## src/rtl/dma_guard_pkg.sv

```systemverilog
// Shared definitions for the multi-region DMA/exec guard:
// FSM state encodings plus the bit positions used in the mode and cause vectors.
package dma_guard_pkg;

  typedef enum logic {
    RUN  = 1'b0,
    KILL = 1'b1
  } state_t;

  localparam int MODE_EXEC  = 0;
  localparam int MODE_ADDR  = 1;

  localparam int CAUSE_EXEC = 0;
  localparam int CAUSE_ADDR = 1;

endpackage

```

## src/rtl/dma_region_check.sv

```systemverilog
// Per-region hit detection: inclusive word-range compare of pc and dma_addr,
// gated by the region's EXEC/ADDR mode bits and the DMA valid strobe.
module dma_region_check
  import dma_guard_pkg::*;
#(
  parameter int                ADDR_W = 16,
  parameter logic [ADDR_W-1:0] BASE   = '0,
  parameter logic [ADDR_W-1:0] SIZE   = ADDR_W'(2),
  parameter logic [1:0]        MODE   = 2'b01
) (
  input  logic [ADDR_W-1:0] pc,
  input  logic [ADDR_W-1:0] dma_addr,
  input  logic              dma_en,
  output logic              hit_exec,
  output logic              hit_addr
);

  // One extra bit so a region ending exactly at the top of the address space is legal.
  localparam logic [ADDR_W:0] END_SUM   = {1'b0, BASE} + {1'b0, SIZE};
  localparam logic [ADDR_W:0] LIMIT     = {1'b1, {ADDR_W{1'b0}}};
  localparam logic [ADDR_W:0] LAST_WIDE = END_SUM - (ADDR_W+1)'(2);
  localparam logic [ADDR_W-1:0] LAST    = LAST_WIDE[ADDR_W-1:0];

  generate
    if (END_SUM > LIMIT) begin : g_bad_end
      $error("dma_region_check: BASE+SIZE exceeds the address space");
    end
    if ((SIZE == '0) || SIZE[0]) begin : g_bad_size
      $error("dma_region_check: SIZE must be even and nonzero");
    end
  endgenerate

  logic in_exec;
  logic in_addr;

  always_comb begin
    in_exec  = (pc >= BASE) && (pc <= LAST);
    in_addr  = (dma_addr >= BASE) && (dma_addr <= LAST);
    hit_exec = MODE[MODE_EXEC] & dma_en & in_exec;
    hit_addr = MODE[MODE_ADDR] & dma_en & in_addr;
  end

endmodule

```

## src/rtl/dma_guard_multi.sv

```systemverilog
// Multi-region DMA/exec guard: holds the system in reset after any violation,
// records the first violating regions/cause and counts RUN->KILL events.
module dma_guard_multi
  import dma_guard_pkg::*;
#(
  parameter int                              NUM_REGIONS   = 2,
  parameter int                              ADDR_W        = 16,
  parameter logic [NUM_REGIONS*ADDR_W-1:0]   REGION_BASE   = {16'hA000, 16'hE000},
  parameter logic [NUM_REGIONS*ADDR_W-1:0]   REGION_SIZE   = {16'h0200, 16'h1000},
  parameter logic [NUM_REGIONS*2-1:0]        REGION_MODE   = {2'b10, 2'b01},
  parameter logic [ADDR_W-1:0]               RESET_HANDLER = '0,
  parameter int                              HOLD_CYCLES   = 4,
  parameter int                              CNT_W         = 8
) (
  input  logic                   clk,
  input  logic                   rst_n,
  input  logic [ADDR_W-1:0]      pc,
  input  logic [ADDR_W-1:0]      dma_addr,
  input  logic                   dma_en,
  input  logic                   viol_clr,
  output logic                   reset,
  output logic [NUM_REGIONS-1:0] viol_region,
  output logic [1:0]             viol_cause,
  output logic [CNT_W-1:0]       viol_count
);

  localparam int               HOLD_W    = (HOLD_CYCLES > 1) ? $clog2(HOLD_CYCLES) : 1;
  localparam logic [HOLD_W-1:0] HOLD_INIT = HOLD_W'(HOLD_CYCLES - 1);
  localparam logic [CNT_W-1:0]  CNT_MAX   = {CNT_W{1'b1}};

  generate
    if ((NUM_REGIONS < 1) || (NUM_REGIONS > 8)) begin : g_bad_regions
      $error("dma_guard_multi: NUM_REGIONS must be 1..8");
    end
    if (HOLD_CYCLES < 1) begin : g_bad_hold
      $error("dma_guard_multi: HOLD_CYCLES must be at least 1");
    end
  endgenerate

  logic [NUM_REGIONS-1:0] hit_exec;
  logic [NUM_REGIONS-1:0] hit_addr;
  logic [NUM_REGIONS-1:0] viol_vec;
  logic                   invalid;
  logic [1:0]             cause_now;

  for (genvar i = 0; i < NUM_REGIONS; i++) begin : g_region
    dma_region_check #(
      .ADDR_W (ADDR_W),
      .BASE   (REGION_BASE[i*ADDR_W +: ADDR_W]),
      .SIZE   (REGION_SIZE[i*ADDR_W +: ADDR_W]),
      .MODE   (REGION_MODE[i*2 +: 2])
    ) u_check (
      .pc       (pc),
      .dma_addr (dma_addr),
      .dma_en   (dma_en),
      .hit_exec (hit_exec[i]),
      .hit_addr (hit_addr[i])
    );
  end

  always_comb begin
    cause_now             = '0;
    viol_vec              = hit_exec | hit_addr;
    invalid               = |viol_vec;
    cause_now[CAUSE_EXEC] = |hit_exec;
    cause_now[CAUSE_ADDR] = |hit_addr;
  end

  state_t                 state, state_next;
  logic [HOLD_W-1:0]      hold, hold_next;
  logic [NUM_REGIONS-1:0] region_next;
  logic [1:0]             cause_next;
  logic [CNT_W-1:0]       count_next;

  always_ff @(posedge clk or negedge rst_n) begin
    if (!rst_n) begin
      state       <= KILL;
      hold        <= HOLD_INIT;
      viol_region <= '0;
      viol_cause  <= '0;
      viol_count  <= '0;
    end else begin
      state       <= state_next;
      hold        <= hold_next;
      viol_region <= region_next;
      viol_cause  <= cause_next;
      viol_count  <= count_next;
    end
  end

  // A violation always wins over viol_clr; a nonzero capture is never overwritten.
  always_comb begin
    state_next  = state;
    hold_next   = hold;
    region_next = viol_region;
    cause_next  = viol_cause;
    count_next  = viol_count;
    case (state)
      RUN: begin
        if (invalid) begin
          state_next = KILL;
          hold_next  = HOLD_INIT;
          if (viol_count != CNT_MAX) begin
            count_next = viol_count + CNT_W'(1);
          end
          if (viol_region == '0) begin
            region_next = viol_vec;
            cause_next  = cause_now;
          end
        end else if (viol_clr) begin
          region_next = '0;
          cause_next  = '0;
        end
      end
      KILL: begin
        if (invalid) begin
          hold_next = HOLD_INIT;
        end else if (hold != '0) begin
          hold_next = hold - HOLD_W'(1);
        end else if (pc == RESET_HANDLER) begin
          state_next = RUN;
        end
      end
    endcase
  end

  assign reset = (state == KILL);

endmodule

```

## config.mk

```make
export PLATFORM = sky130hd
export DESIGN_NAME = dma_guard_multi
export DESIGN_NICKNAME = d
export VERILOG_FILES = /design/src/rtl/dma_guard_pkg.sv /design/src/rtl/dma_region_check.sv /design/src/rtl/dma_guard_multi.sv
export SDC_FILE = /design/constraint.sdc
export NUM_CORES = 1
export LEC_CHECK = 0
export CORE_MARGIN = 5
export CORE_UTILIZATION = 36
export CTS_CLUSTER_DIAMETER = 120
export DETAILED_ROUTE_END_ITERATION = 12
export HOLD_SLACK_MARGIN = 0.15
export PLACE_DENSITY = 0.79
export SETUP_SLACK_MARGIN = 0.02
export SYNTH_ARGS = -nofsm -noshare
export SYNTH_HDL_FRONTEND = slang
export SYNTH_SLANG_ARGS = --single-unit
```

## constraint.sdc

```tcl
create_clock -name clk -period 1.95 [get_ports clk]
set_input_delay 0.39 -clock clk [delete_from_list [all_inputs] [get_ports clk]]
set_output_delay 0.39 -clock clk [all_outputs]
set_load 0.02 [all_outputs]
```

==> flow_summary.yaml <==
yosys:
  synth.most_common_cell: "dfrtp_1"
  synthesis.area_sq_um: 789.5
  synth_ff_type: "dfrtp_1"
  synth.area.top_cells: "dfrtp_1 (32%), dfstp_2 (10%), xnor2_1 (8.9%), nand4_1 (5.5%), nand3_1 (3.8%)"
  synth_common_cells: "dfrtp_1 (10), nand2_1 (8), xnor2_1 (8), nand4_1 (7), nor2_1 (7)"
  yosys.area.top_type: "dfrtp_1"
  syn_inst: 79
  syn-num-nets: 117
  synth-edff-count: 0
  synth.top_cell.area_share_pct: 31.70
  yosysWarnings: 0
  ys_ff_latch: 13
  yosysUniqueCellTypes: 28
  async_reset_ff_share_pct: 100.0
  synth-seq-area-share_pct: 41.68
  synth.avg_cell_area_sq_um: 9.994
global_routing:
  grtUsageTotal_pct: 14.11
  grt_pass1_vias: 819
  overflow: 0
  antenna_found_initial: 0
  grt_max_degree: 14
  grt_pass1_wl_microns: 3601
timing:
  fin_worst_skew_ns: 0.001398
  final_hold_viol_count: 0
  fin_crit_ns: 1.789
  relSlewSlack_pct: 63.10
  slew_violations: 0
  rsz0062_at_grt: "false"
  timing.fmax_mhz: 559.1
  period_share_pct: 91.72
  setup_violations: 0
  tightest_slew_ns: 0.5518
routing:
  avgRoutedWirePerCell_microns: 13.21
  dr.pass1.iters: 4
  routed-via-count: 799
  finalWirelength_microns: 2127
  drc_errors: 0
  drtAntennaViolNets: 0
  viasPerCell: 4.963
  drt-initial-drc-count: 13
placed_design:
  portBuffers: 48
  dpl.hpwl_microns: 1892
  place_congestion: 0.8656
  dp.cells: 157
cells_and_area:
  drive_gt1_share_pct: 12.78
  layout.area.seq_sq_um: 329.1
  multi_input_area_sq_um: 437.9
  diodes: 0
  fin_nets: 172
  fill_cells: 186
  final_core_util_pct: 62.61
  instances_no_fill: 161
  area_growth_pct: 70.36
status:
  status: "completed"
clocking:
  cts_tree: "built"
  post-cts-setup-buffers: 0
  cts-htree-levels: 1
  clk_latency_ns: 0.27
  cts_root_buf: "clkbuf_4"
  path_clk_slew_ns: 0.07
  cts_hold_buf: 0
  ctsLongestPathBuffers: 2
  cts_sinks: 13
  cts_made_buffers: 3
worst_setup_path:
  worstPathRequired_ns: 1.56
  cp-start-kind: "flop"
  criticalPathCategory: "reg -> out"
  path_buf_inv: 1
  crit_path_end_kind: "primary output"
  cpMaxStageDelayCell: "clkdlybuf4s50_1"
  slowest_delay_ns: 0.66
  worstPathArrival_ns: 1.40
  path_delay_family: "buffers and inverters"
  cp_cell_sequence: "clkdlybuf4s50_1"
  worstPathMaxFanout: 6
die:
  dieWidth_microns: 56.83
  die_h_microns: 56.83
  dieArea_sq_um: 3230
  io_pins: 49
  floorplan.initialDensity_pct: 36.75
  core_area_sq_um: 2148
  row_count: 17
job:
  drv_cap: 0
power:
  irDropWorstVdd_mv: 0.5335
  power.density_nw_per_um2: 685.8
  leakage_nw: 0.5351
hold_path:
  hold_path.class: "in -> async"
[placed cells by master (no fill, tap or decap), types with 2 or more instances in the layout]
| cell | n |
|---|---|
| clkdlybuf4s50_1 | 47 |
| dfrtp_1 | 10 |
| nand2_1 | 8 |
| xnor2_1 | 8 |
| nor2_1 | 7 |
| nand4_1 | 7 |
| nand3_1 | 6 |
| buf_4 | 4 |
| o21ai_0 | 3 |
| clkbuf_4 | 3 |
| dfstp_2 | 3 |
| inv_1 | 2 |
| nor4_1 | 2 |
| nor2b_1 | 2 |
| nor3_1 | 2 |
| nand2b_1 | 2 |
| ha_1 | 2 |
[timing repair]
item	in CTS	in global routing
gates resized for setup	1	0
endpoints found under the setup margin	1	0
endpoints found under the hold margin	0	0
[power breakdown]
part           leakage (nW)  internal, W  total [W]  switching (W)
clock                0.0150    0.0000792   0.000158      0.0000790
sequential            0.168     0.000340   0.000389      0.0000484
combinational         0.352     0.000212   0.000376       0.000163
total                 0.535     0.000632   0.000922       0.000291
[through the flow]
| step | area (sq um) | hold slack, ns | total power [W] | setup WS, ns | TNS [ns] |
|---|---|---|---|---|---|
| after floorplan | 789.5 | 0.09441 | 0.0005910 | 0.3095 | 0 |
| after global placement | 1320 | 0.4850 | 0.0007589 | -0.03687 | -0.1034 |
| after detailed placement | 1320 | 0.4914 | 0.0007784 | -0.05875 | -0.2136 |
| after CTS | 1345 | 0.4907 | 0.0009372 | 0.1490 | 0 |
| after global routing | 1345 | 0.5241 | 0.0009897 | 0.09816 | 0 |
| final | 1345 | 0.4764 | 0.0009224 | 0.1615 | 0 |
[area by class of cell]
| class | instances | share of cell area, % |
|---|---|---|
| clock buffer | 4 | 1.953 |
| inverter | 2 | 0.5581 |
| multi-input combinational | 62 | 32.56 |
| sequential | 13 | 24.47 |
| tap | 28 | 2.605 |
| timing repair buffer | 52 | 37.86 |
[per-layer routing]
metal  global-route usage (%)  wire length, microns  up-vias
met5                        0                     0        -
met1                    14.87                   780      373
met4                    3.311                    27        0
met3                    5.057                    95        4
met2                    26.40                  1224       22
li1                         -                     -      400
[cell families after synthesis]
family	share of synthesized area [%]
mux	1.901
flops	41.68
buf+inv	2.852
simple gates	30.90
xor+xnor	8.875
fa+ha+maj	3.169
compound gates	10.62
[path summary, 6_finish.rpt]
path / cells after the start / end / slack, ns / start
hold reg to reg: 1 / viol_count[6] / 0.50 / viol_count[6]
setup / recovery: 1 / viol_count[2] / 0.16 / viol_count[2]
min in group clk: 1 / viol_count[6] / 0.50 / viol_count[6]
setup reg to reg: 5 / viol_count[5] / 0.32 / viol_count[0]
max in group asynchronous: 1 / hold[1] / 1.11 / rst_n
hold / removal: 1 / viol_count[1] / 0.48 / rst_n
[state kept, by name, indices dropped and copies added, names as in the netlist]
signal / flops
hold: 2
reset: 1
viol_count: 8
viol_region: 2
No activity file was read; power rests on OpenSTA's default activity.
